<file path="src/rtl/dm_bridge_if.sv">
// Core-side and SRAM-side bundles for dm_bridge. In each one the master is
// the side that originates the access.
interface dm_core_if;
  logic        ram_ce_i;
  logic        ram_we_i;
  logic [31:0] ram_addr_i;
  logic [3:0]  ram_sel_i;
  logic [31:0] ram_data_i;
  logic [31:0] ram_data_o;
  logic        stall_o;
  logic        err_o;

  modport master (
    output ram_ce_i, ram_we_i, ram_addr_i, ram_sel_i, ram_data_i,
    input  ram_data_o, stall_o, err_o
  );
  modport slave (
    input  ram_ce_i, ram_we_i, ram_addr_i, ram_sel_i, ram_data_i,
    output ram_data_o, stall_o, err_o
  );
endinterface

interface dm_mem_if;
  logic        mem_req_o;
  logic        mem_we_o;
  logic [31:0] mem_addr_o;
  logic [3:0]  mem_sel_o;
  logic [31:0] mem_wdata_o;
  logic [31:0] mem_rdata_i;
  logic        mem_ack_i;

  modport master (
    output mem_req_o, mem_we_o, mem_addr_o, mem_sel_o, mem_wdata_o,
    input  mem_rdata_i, mem_ack_i
  );
  modport slave (
    input  mem_req_o, mem_we_o, mem_addr_o, mem_sel_o, mem_wdata_o,
    output mem_rdata_i, mem_ack_i
  );
endinterface

</file>
<file path="src/rtl/dm_bridge.sv">
// Bridges the core's zero-latency data port onto a req/ack SRAM controller,
// stalling the core while an access is in flight and bounding it with a timeout.
module dm_bridge #(
  parameter int unsigned MEM_BYTES = 4096,
  parameter int unsigned TIMEOUT   = 16,
  parameter logic [31:0] ERR_DATA  = 32'hDEADBEEF
) (
  input  logic      clk,
  input  logic      rst,
  dm_core_if.slave  core,
  dm_mem_if.master  mem
);

  localparam logic [1:0] IDLE = 2'd0;
  localparam logic [1:0] BUSY = 2'd1;
  localparam logic [1:0] DONE = 2'd2;

  localparam int unsigned    CNT_W     = (TIMEOUT > 1) ? $clog2(TIMEOUT) : 1;
  localparam logic [CNT_W-1:0] TMO_LAST = CNT_W'(TIMEOUT - 1);
  localparam logic [31:0]    MEM_LIMIT = 32'(MEM_BYTES);

  logic [1:0]       state_reg;
  logic [CNT_W-1:0] cnt_reg;
  logic             in_range;

  assign in_range = core.ram_addr_i < MEM_LIMIT;

  // Gated by reset so an abandoned access releases the core immediately.
  assign core.stall_o = rst && (((state_reg == IDLE) && core.ram_ce_i) ||
                                (state_reg == BUSY));

  always_ff @(posedge clk or negedge rst) begin
    if (!rst) begin
      state_reg        <= IDLE;
      cnt_reg          <= '0;
      mem.mem_req_o    <= 1'b0;
      mem.mem_we_o     <= 1'b0;
      mem.mem_addr_o   <= 32'h0;
      mem.mem_sel_o    <= 4'b0;
      mem.mem_wdata_o  <= 32'h0;
      core.ram_data_o  <= 32'h0;
      core.err_o       <= 1'b0;
    end else begin
      case (state_reg)
        IDLE: begin
          if (core.ram_ce_i) begin
            if (in_range) begin
              mem.mem_we_o    <= core.ram_we_i;
              mem.mem_addr_o  <= {core.ram_addr_i[31:2], 2'b00};
              mem.mem_sel_o   <= core.ram_sel_i;
              mem.mem_wdata_o <= core.ram_data_i;
              mem.mem_req_o   <= 1'b1;
              cnt_reg         <= '0;
              state_reg       <= BUSY;
            end else begin
              if (!core.ram_we_i) begin
                core.ram_data_o <= 32'h0;
              end
              core.err_o <= 1'b1;
              state_reg  <= DONE;
            end
          end
        end
        BUSY: begin
          cnt_reg <= cnt_reg + 1'b1;
          // Ack is checked first so an ack on the last allowed cycle still counts.
          if (mem.mem_ack_i) begin
            mem.mem_req_o <= 1'b0;
            if (!mem.mem_we_o) begin
              core.ram_data_o <= mem.mem_rdata_i;
            end
            state_reg <= DONE;
          end else if (cnt_reg == TMO_LAST) begin
            mem.mem_req_o <= 1'b0;
            if (!mem.mem_we_o) begin
              core.ram_data_o <= ERR_DATA;
            end
            core.err_o <= 1'b1;
            state_reg  <= DONE;
          end
        end
        DONE: begin
          state_reg <= IDLE;
        end
        default: begin
          state_reg <= IDLE;
        end
      endcase
    end
  end

endmodule

</file>
<file path="src/flat_wrapper.sv">
// flat-port wrapper written by rule: the top's interface ports become plain ports
module dm_bridge_flat 
#(
  parameter int unsigned MEM_BYTES = 4096,
  parameter int unsigned TIMEOUT   = 16,
  parameter logic [31:0] ERR_DATA  = 32'hDEADBEEF
)
  (clk, rst, core_ram_ce_i, core_ram_we_i, core_ram_addr_i, core_ram_sel_i, core_ram_data_i, core_ram_data_o, core_stall_o, core_err_o, mem_mem_req_o, mem_mem_we_o, mem_mem_addr_o, mem_mem_sel_o, mem_mem_wdata_o, mem_mem_rdata_i, mem_mem_ack_i);
  dm_core_if core_i ();
  dm_mem_if mem_i ();
  input  logic clk;
  input  logic rst;
  input wire logic [$bits(core_i.ram_ce_i)-1:0] core_ram_ce_i;
  input wire logic [$bits(core_i.ram_we_i)-1:0] core_ram_we_i;
  input wire logic [$bits(core_i.ram_addr_i)-1:0] core_ram_addr_i;
  input wire logic [$bits(core_i.ram_sel_i)-1:0] core_ram_sel_i;
  input wire logic [$bits(core_i.ram_data_i)-1:0] core_ram_data_i;
  output wire logic [$bits(core_i.ram_data_o)-1:0] core_ram_data_o;
  output wire logic [$bits(core_i.stall_o)-1:0] core_stall_o;
  output wire logic [$bits(core_i.err_o)-1:0] core_err_o;
  output wire logic [$bits(mem_i.mem_req_o)-1:0] mem_mem_req_o;
  output wire logic [$bits(mem_i.mem_we_o)-1:0] mem_mem_we_o;
  output wire logic [$bits(mem_i.mem_addr_o)-1:0] mem_mem_addr_o;
  output wire logic [$bits(mem_i.mem_sel_o)-1:0] mem_mem_sel_o;
  output wire logic [$bits(mem_i.mem_wdata_o)-1:0] mem_mem_wdata_o;
  input wire logic [$bits(mem_i.mem_rdata_i)-1:0] mem_mem_rdata_i;
  input wire logic [$bits(mem_i.mem_ack_i)-1:0] mem_mem_ack_i;
  assign core_i.ram_ce_i = core_ram_ce_i;
  assign core_i.ram_we_i = core_ram_we_i;
  assign core_i.ram_addr_i = core_ram_addr_i;
  assign core_i.ram_sel_i = core_ram_sel_i;
  assign core_i.ram_data_i = core_ram_data_i;
  assign core_ram_data_o = core_i.ram_data_o;
  assign core_stall_o = core_i.stall_o;
  assign core_err_o = core_i.err_o;
  assign mem_mem_req_o = mem_i.mem_req_o;
  assign mem_mem_we_o = mem_i.mem_we_o;
  assign mem_mem_addr_o = mem_i.mem_addr_o;
  assign mem_mem_sel_o = mem_i.mem_sel_o;
  assign mem_mem_wdata_o = mem_i.mem_wdata_o;
  assign mem_i.mem_rdata_i = mem_mem_rdata_i;
  assign mem_i.mem_ack_i = mem_mem_ack_i;
  dm_bridge #(.MEM_BYTES(MEM_BYTES), .TIMEOUT(TIMEOUT), .ERR_DATA(ERR_DATA)) u_core (.clk(clk), .rst(rst), .core(core_i), .mem(mem_i));
endmodule
</file>
<file path="config.mk">
export PLATFORM = sky130hd
export DESIGN_NAME = dm_bridge_flat
export DESIGN_NICKNAME = d
export VERILOG_FILES = /design/src/rtl/dm_bridge_if.sv /design/src/rtl/dm_bridge.sv /design/src/flat_wrapper.sv
export SDC_FILE = /design/constraint.sdc
export NUM_CORES = 1
export LEC_CHECK = 0
export BUFFER_PORTS_ARGS = -buffer_cell sky130_fd_sc_hd__buf_2
export CAP_MARGIN = 10
export CORE_UTILIZATION = 35
export CTS_CLUSTER_SIZE = 10
export DETAILED_ROUTE_END_ITERATION = 7
export PLACE_DENSITY = 0.66
export REMOVE_ABC_BUFFERS = 1
export SLEW_MARGIN = 15
export SYNTH_ARGS = -nofsm -noshare
export SYNTH_HDL_FRONTEND = slang
export SYNTH_SLANG_ARGS = --single-unit
</file>
<file path="constraint.sdc">
create_clock -name clk -period 1.9 [get_ports clk]
set_clock_uncertainty 0.2 [all_clocks]
set_input_delay 0.19 -clock clk [delete_from_list [all_inputs] [get_ports clk]]
set_output_delay 0.19 -clock clk [all_outputs]
set_load 0.05 [all_outputs]
</file>
==> results of run 1 <==
==> kinds of logic (layout without fill, tap and decap cells) <==
kind of cell	after synthesis	after routing	share of synthesized area
simple gates	83	83	0.135
mux	55	55	0.143
fa+ha+maj	1	1	0.00288
compound gates	40	40	0.0736
other cells	1	2	0.000865
flops	107	107	0.617
buf+inv	20	325	0.0277
==> final cells by class <==
cell class | count | area (um2) | share of cell area
sequential | 107 | 2680 | 0.385
timing repair buffer | 308 | 2180 | 0.313
multi-input combinational | 181 | 1590 | 0.228
clock buffer | 11 | 243 | 0.0348
tap | 168 | 210 | 0.0302
clock inverter | 5 | 61.3 | 0.00880
inverter | 1 | 3.75 | 0.000539
==> cell usage after synthesis <==
cell / n / area [um2]
or3_1: 1 / 6.26
nand3_1: 5 / 25.0
buf_6: 1 / 11.3
buf_4: 9 / 67.6
nor2_4: 1 / 11.3
and4_1: 1 / 8.76
nor2b_1: 23 / 144
clkbuf_1: 6 / 22.5
dfrtp_1: 107 / 2680
a41oi_1: 1 / 8.76
conb_1: 1 / 3.75
nand4_2: 1 / 12.5
nor3b_1: 1 / 7.51
mux2_2: 18 / 203
nor3_2: 1 / 10.0
nor2_1: 4 / 15.0
a22o_1: 24 / 210
inv_1: 1 / 3.75
nand2b_1: 27 / 169
nor4_4: 5 / 106
o211ai_2: 1 / 12.5
ha_1: 1 / 12.5
and3_1: 8 / 50.1
o22ai_1: 1 / 6.26
o211ai_1: 2 / 15.0
o21ai_0: 4 / 20.0
nand2_1: 5 / 18.8
buf_2: 3 / 15.0
a21oi_1: 3 / 15.0
a311oi_1: 1 / 8.76
a21o_1: 3 / 22.5
mux2_1: 37 / 417
==> worst register-to-register path: cells and delay by family, from the launching register on <==
family	cells	cell delay (ns)
buf+inv	3	0.42
flops	1	0.40
simple gates	2	0.31
compound gates	2	0.31
fa+ha+maj	1	0.17
==> placed cells by master, fill, tap and decap left out, types with 2 or more instances in the layout <==
cell and n:
a21o_1 3, a21oi_1 2, a22o_1 24, and3_1 8, buf_12 8, buf_2 203, buf_4 14, buf_6 2
clkbuf_16 13, clkinv_4 2, conb_1 2, dfrtp_1 106, dlygate4sd3_1 76, mux2_1 37, mux2_2 18, nand2_1 5
nand2b_1 27, nand3_1 3, nor2_1 3, nor2_4 2, nor2b_1 23, nor4_4 5, o211ai_1 2, o21ai_0 4
==> metal layers <==
metal  vias up  routed length [um]
li1       1686                   -
met1      1784                5230
met2       162                6140
met3         9                 840
met4         0                 102
met5         -                   0
==> path summary, 6_finish.rpt <==
kind,endpoint,slack [ns],cells after the start
max,u_core.core.ram_data_o[30],0.03,8
min reg2reg,u_core.core.err_o,0.26,1
max reg2reg,u_core.core.ram_data_o[30],0.03,8
min,u_core.core.ram_data_o[14],0.02,3
min in group asynchronous,u_core.mem.mem_req_o,0.22,3
max in group asynchronous,u_core.mem.mem_wdata_o[9],0.77,3
==> power groups by stage <==
stage / Combinational [mW] / Clock [mW] / Sequential (mW)
after global routing: 0.431 / 2.06 / 2.28
final: 0.397 / 1.90 / 2.28
after CTS: 0.389 / 1.96 / 2.28
after floorplan: 0.0594 / 0 / 2.33
after detailed placement: 0.268 / 0 / 2.32
after global placement: 0.261 / 0 / 2.32
==> what timing repair did <==
item                       4_1_cts  5_1_grt
hold buffers                    76        0
buffers inserted                 0        4
hold endpoints to repair       182        0
setup endpoints to repair       21       88
gates cloned                     0        6
pin swaps                        0        4
resized for setup                2       10
==> per-stage QoR <==
stage          utilization  hold slack, ns  area, um2
4_1_cts              0.559         0.00454       6740
3_5_place_dp         0.470           0.125       5670
3_3_place_gp         0.470           0.116       5670
2_1_floorplan            -          -0.306       4220
6_report             0.578          0.0161       6970
5_1_grt              0.578          0.0101       6970
==> summary.md, run 1 <==
| Metric | Value |
|---|---|
| Outcome | `complete, no violations` |
| Clock Tree Buf Depth | `2` |
| GP Congestion | `0.735` |
| Seq pwr share | `0.498` |
| Global route total overflow | `0` |
| Internal power | `3.57 mW` |
| Critical Path Start | `u_core.cnt_reg[1]` |
| Fin crit share | `0.983` |
| Crit path launch type | `flip-flop` |
| Detailed placer's ending HPWL | `7020 um` |
| Clk slew on worst S/H paths | `0.07 ns` |
| Setup TNS | `0 ns` |
| Data arrival, critical path | `1.95 ns` |
| TritonRoute pass-1 iters | `4` |
| Largest net degree at the start of global routing | `108` |
| Final hold violation count | `0` |
| Seq/Total Area, Yosys | `0.617` |
| Period minus WS final | `1.87 ns` |
| CORE AREA | `12,100 um2` |
| DIE AREA | `12,800 um2` |
| Avg Cell Area, Syn | `14.1 um2` |
| Fin worst setup slack | `0.0330 ns` |
| First-pass GRT wire length | `18,000 um` |
| Place WS | `-0.121 ns` |
| Critical Path, Cell by Cell | `ha_4 -> nand3_4 -> buf_6 -> a21o_1 -> nor3_4 -> buf_12 -> clkbuf_16 -> a22o_1` |
| Final Max Slew Viols | `0` |
| Synth-to-Final Area Change | `60.6%` |
| Routed WL per cell | `15.8 um` |
| Row cnt | `40` |
| Fill count | `965` |
| Clk Tree Root Cell | `clkbuf_16` |
| Inst Count DP | `679` |
| Hold Crit Start | `mem_mem_rdata_i[14]` |
| Post-layout power | `4.58 mW` |
| Met3 Use GR | `0.0530` |
| Via count | `3,641` |
| Setup crit end kind | `flip-flop` |
| Delay-heaviest family, CP | `buffers and inverters` |
| Antenna Cells | `0` |
| Layout Nets | `714` |
| Post-synthesis cell count | `307` |
| Max Fclk | `536 MHz` |
| P_sw | `1.00 mW` |
| Relative slew margins | `0.598` |
| Final setup viols | `0` |
| Crit-path slowest cell | `dfrtp_1` |
| Max Cap Viol | `0` |
| Logic pwr share | `0.087` |
| Initial antenna violation count | `0` |
| DRT Wirelength | `12,300 um` |
| 1st-iter DRT viols | `155` |
| Die width | `113 um` |
| Initial Utilization | `0.360` |
| Routing usage on met1 | `0.219` |
| YS warnings | `0` |
| H-tree depth | `3` |
| PwrDens | `657 nW/um2` |
| CP required | `1.98 ns` |
| Worst skew pair latency | `0.34 ns` |
| Gr busiest metal | `met2` |
| Flops & latches, synth | `107` |
| Worst Path Buf+Inv | `3` |
| CTS buffer count | `9` |
| Clock Power Share | `0.415` |
| Largest regs | `u_core.core.ram_data_o x32, u_core.mem.mem_wdata_o x32, u_core.mem.mem_addr_o x30` |
| Clock Sink Count | `107` |
| Path type of the worst setup path | `flip-flop to flip-flop` |
| Final cell count without fillers | `781` |
| GRT met2 Usage | `0.309` |
| Final antenna-violating net count | `0` |
| Leakage | `3.87 nW` |
| Layout cells sized above 1 | `0.457` |
| Slew of the pin with the lowest slew margin | `0.602 ns` |
| # IOs | `209` |
| Worst r2r src | `u_core.cnt_reg[1]` |
| Cell area after synthesis | `4340 um2` |
| CTS tree | `yes` |
| Die Y-Extent | `113 um` |
| Slowest Stage Delay on Critical Path | `0.40 ns` |
| Crit-path max FO | `6` |
| HP Class | `input port to flip-flop` |
| Count of cell types in the netlist | `32` |
| Vias per inst | `4.66` |
| Total GRT Usage | `0.179` |
| Drc violations | `0` |
| Vias in the first global route | `3,630` |
| Worst VDD drop | `0.320 mV` |
| Port bufs | `204` |
| Sw Ratio | `0.219` |
Note: power is estimated with default switching activity, not from simulation.
==> run 2: changes to the inputs <==
- CORE_ASPECT_RATIO: default -> 1.1
- SKIP_CTS_REPAIR_TIMING: default -> 1
==> run 2 against run 1 <==
  * Critical path type unchanged
  * Wire length is 12% lower
  * Critical endpoint is now u_core.core.ram_data_o[12]
  * Design area is 2.6% lower
  * Combinational power is 3% lower
==> summary.md, run 2 (synthesis gave the netlist of run 1 again) <==
| Metric | Value |
|---|---|
| Routed WL per cell | `14.2 um (was 15.8 um)` |
| Final setup viols | `0 (unchanged)` |
| Layout cells sized above 1 | `0.459 (was 0.457)` |
| Crit path launch type | `flip-flop (unchanged)` |
| Die width | `108 um (was 113 um)` |
| Clock Sink Count | `107 (unchanged)` |
| Global route total overflow | `0 (unchanged)` |
| Worst VDD drop | `0.404 mV (was 0.320 mV)` |
| Period minus WS final | `1.90 ns (was 1.87 ns)` |
| Drc violations | `0 (unchanged)` |
| Metal-1 WL | `4470 um (was 5230 um)` |
| Detailed placer's ending HPWL | `7260 um (was 7020 um)` |
| Max Cap Viol | `0 (unchanged)` |
| Setup crit end kind | `flip-flop (unchanged)` |
| Inst Count DP | `670 (was 679)` |
| CP required | `1.92 ns (was 1.98 ns)` |
| Max Fclk | `527 MHz (was 536 MHz)` |
| Largest net degree at the start of global routing | `108 (unchanged)` |
| Dpl cell area | `5690 um2 (was 5670 um2)` |
| Initial antenna violation count | `0 (unchanged)` |
| Vias in the first global route | `3,291 (was 3,630)` |
| H-tree depth | `3 (unchanged)` |
| Antenna Cells | `0 (unchanged)` |
| Final cell count without fillers | `760 (was 781)` |
| Setup TNS | `0 ns (unchanged)` |
| Clock Tree Buf Depth | `2 (unchanged)` |
| Crit-path slowest cell | `dfrtp_1 (unchanged)` |
| Die Y-Extent | `119 um (was 113 um)` |
| Initial Utilization | `0.360 (about the same)` |
| DIE AREA | `12,800 um2 (about the same)` |
| Worst skew pair latency | `0.33 ns (was 0.34 ns)` |
| Row cnt | `42 (was 40)` |
| Final antenna-violating net count | `0 (unchanged)` |
| Synth-to-Final Area Change | `56.5% (was 60.6%)` |
| Layout Nets | `707 (was 714)` |
| Crit-path max FO | `18 (was 6)` |
| 1st-iter DRT viols | `91 (was 155)` |
| # IOs | `209 (unchanged)` |
| Critical Path, Cell by Cell | `ha_2 -> nand3_4 -> a21oi_2 -> o211ai_2 -> buf_12 -> buf_12 -> a22o_1 (was ha_4 -> nand3_4 -> buf_6 -> a21o_1 -> nor3_4 -> buf_12 -> clkbuf_16 -> a22o_1)` |
| Met2 WL post-DR | `5460 um (was 6140 um)` |
| GP Congestion | `0.790 (was 0.735)` |
| Clk Tree Root Cell | `clkbuf_16 (unchanged)` |
| Port bufs | `204 (unchanged)` |
| Total GRT Usage | `0.159 (was 0.179)` |
| Worst Path Buf+Inv | `2 (was 3)` |
| First-pass GRT wire length | `15,900 um (was 18,000 um)` |
| Final hold violation count | `0 (unchanged)` |
| Delay-heaviest family, CP | `compound AO/OA/AOI/OAI gates (was buffers and inverters)` |
| Fin crit share | `0.999 (was 0.983)` |
| DRT Wirelength | `10,800 um (was 12,300 um)` |
| Relative slew margins | `0.624 (was 0.598)` |
| TritonRoute pass-1 iters | `4 (unchanged)` |
| Path type of the worst setup path | `flip-flop to flip-flop (unchanged)` |
| Largest regs | `u_core.core.ram_data_o x32, u_core.mem.mem_wdata_o x32, u_core.mem.mem_addr_o x30 (unchanged)` |
| CTS tree | `yes (unchanged)` |
| Final std cell area, no fill | `6790 um2 (was 6970 um2)` |
| Routed length on met3 | `701 um (was 840 um)` |
| Vias per inst | `4.59 (was 4.66)` |
| Commonest non-fill, non-tap cell in the layout | `buf_2 (unchanged)` |
| Data arrival, critical path | `1.92 ns (was 1.95 ns)` |
| Outcome | `complete, no violations (unchanged)` |
| PwrDens | `668 nW/um2 (was 657 nW/um2)` |
| Post-layout power | `4.53 mW (was 4.58 mW)` |
| HP Class | `input port to flip-flop (unchanged)` |
| Clk slew on worst S/H paths | `0.07 ns (about the same)` |
| Final Max Slew Viols | `0 (unchanged)` |
| Most frequent cell on the critical path | `buf_12` |
| CORE AREA | `12,000 um2 (was 12,100 um2)` |
| Slowest Stage Delay on Critical Path | `0.38 ns (was 0.40 ns)` |
| Leakage | `3.80 nW (was 3.87 nW)` |
| RSZ-0062 raised after global routing | `true` |
| Slew of the pin with the lowest slew margin | `0.564 ns (was 0.602 ns)` |
| Via count | `3,491 (was 3,641)` |
| Top layer reached by signal wires | `met4 (unchanged)` |
| Most frequent cells in the layout | `buf_2, dfrtp_1, dlygate4sd3_1 (unchanged)` |
| CTS buffer count | `9 (unchanged)` |
==> run 2: final cells by class <==
cell class / count / area [um2]
Clock buffer: 11 / 243
Clock inverter: 5 / 62.6
Fill cell: 979 / 5250
Inverter: 1 / 3.75
Multi-Input combinational cell: 181 / 1570
Sequential cell: 107 / 2680
Tap cell: 154 / 193
Timing Repair Buffer: 301 / 2040
==> run 2: path summary, 6_finish.rpt <==
check | endpoint | from | slack [ns] | cells after the start
hold / removal | u_core.core.ram_data_o[14] | mem_mem_rdata_i[14] | 0.006 | 3
hold reg to reg | u_core.core.err_o | u_core.core.err_o | 0.27 | 1
setup / recovery | u_core.core.ram_data_o[12] | u_core.cnt_reg[0] | 0.001 | 7
max in group asynchronous | u_core.state_reg[0] | rst | 0.71 | 3
min in group asynchronous | u_core.mem.mem_addr_o[13] | rst | 0.34 | 3
setup reg to reg | u_core.core.ram_data_o[12] | u_core.cnt_reg[0] | 0.001 | 7
==> run 2: layer usage <==
layer	GRT usage	vias to the layer above
met5	0	-
met1	0.194	1667
met3	0.0419	16
met4	0.0608	0
met2	0.265	140
li1	-	1668
==> run 2: worst min-delay path: cells and delay by family <==
kind | cells | cell delay, ns
AND/OR/NAND/NOR | 1 | 0.13
buffers and inverters | 1 | 0.07
multiplexers | 1 | 0.11
==> run 2: metrics by stage <==
stage          hold WS, ns  setup WS [ns]  utilization
6_report           0.00630        0.00104        0.564
5_1_grt             0.0142        -0.0618        0.564
4_1_cts             -0.187        -0.0703        0.498
3_5_place_dp         0.187         -0.120        0.473
3_3_place_gp         0.172        -0.0640        0.473
2_1_floorplan       -0.306         -0.571            -
==> run 2: report_power, final <==
group          switching [mW]  internal (mW)
Clock                   0.804           1.06
Sequential            0.00131           2.28
Combinational           0.164          0.223
Total                   0.969           3.56
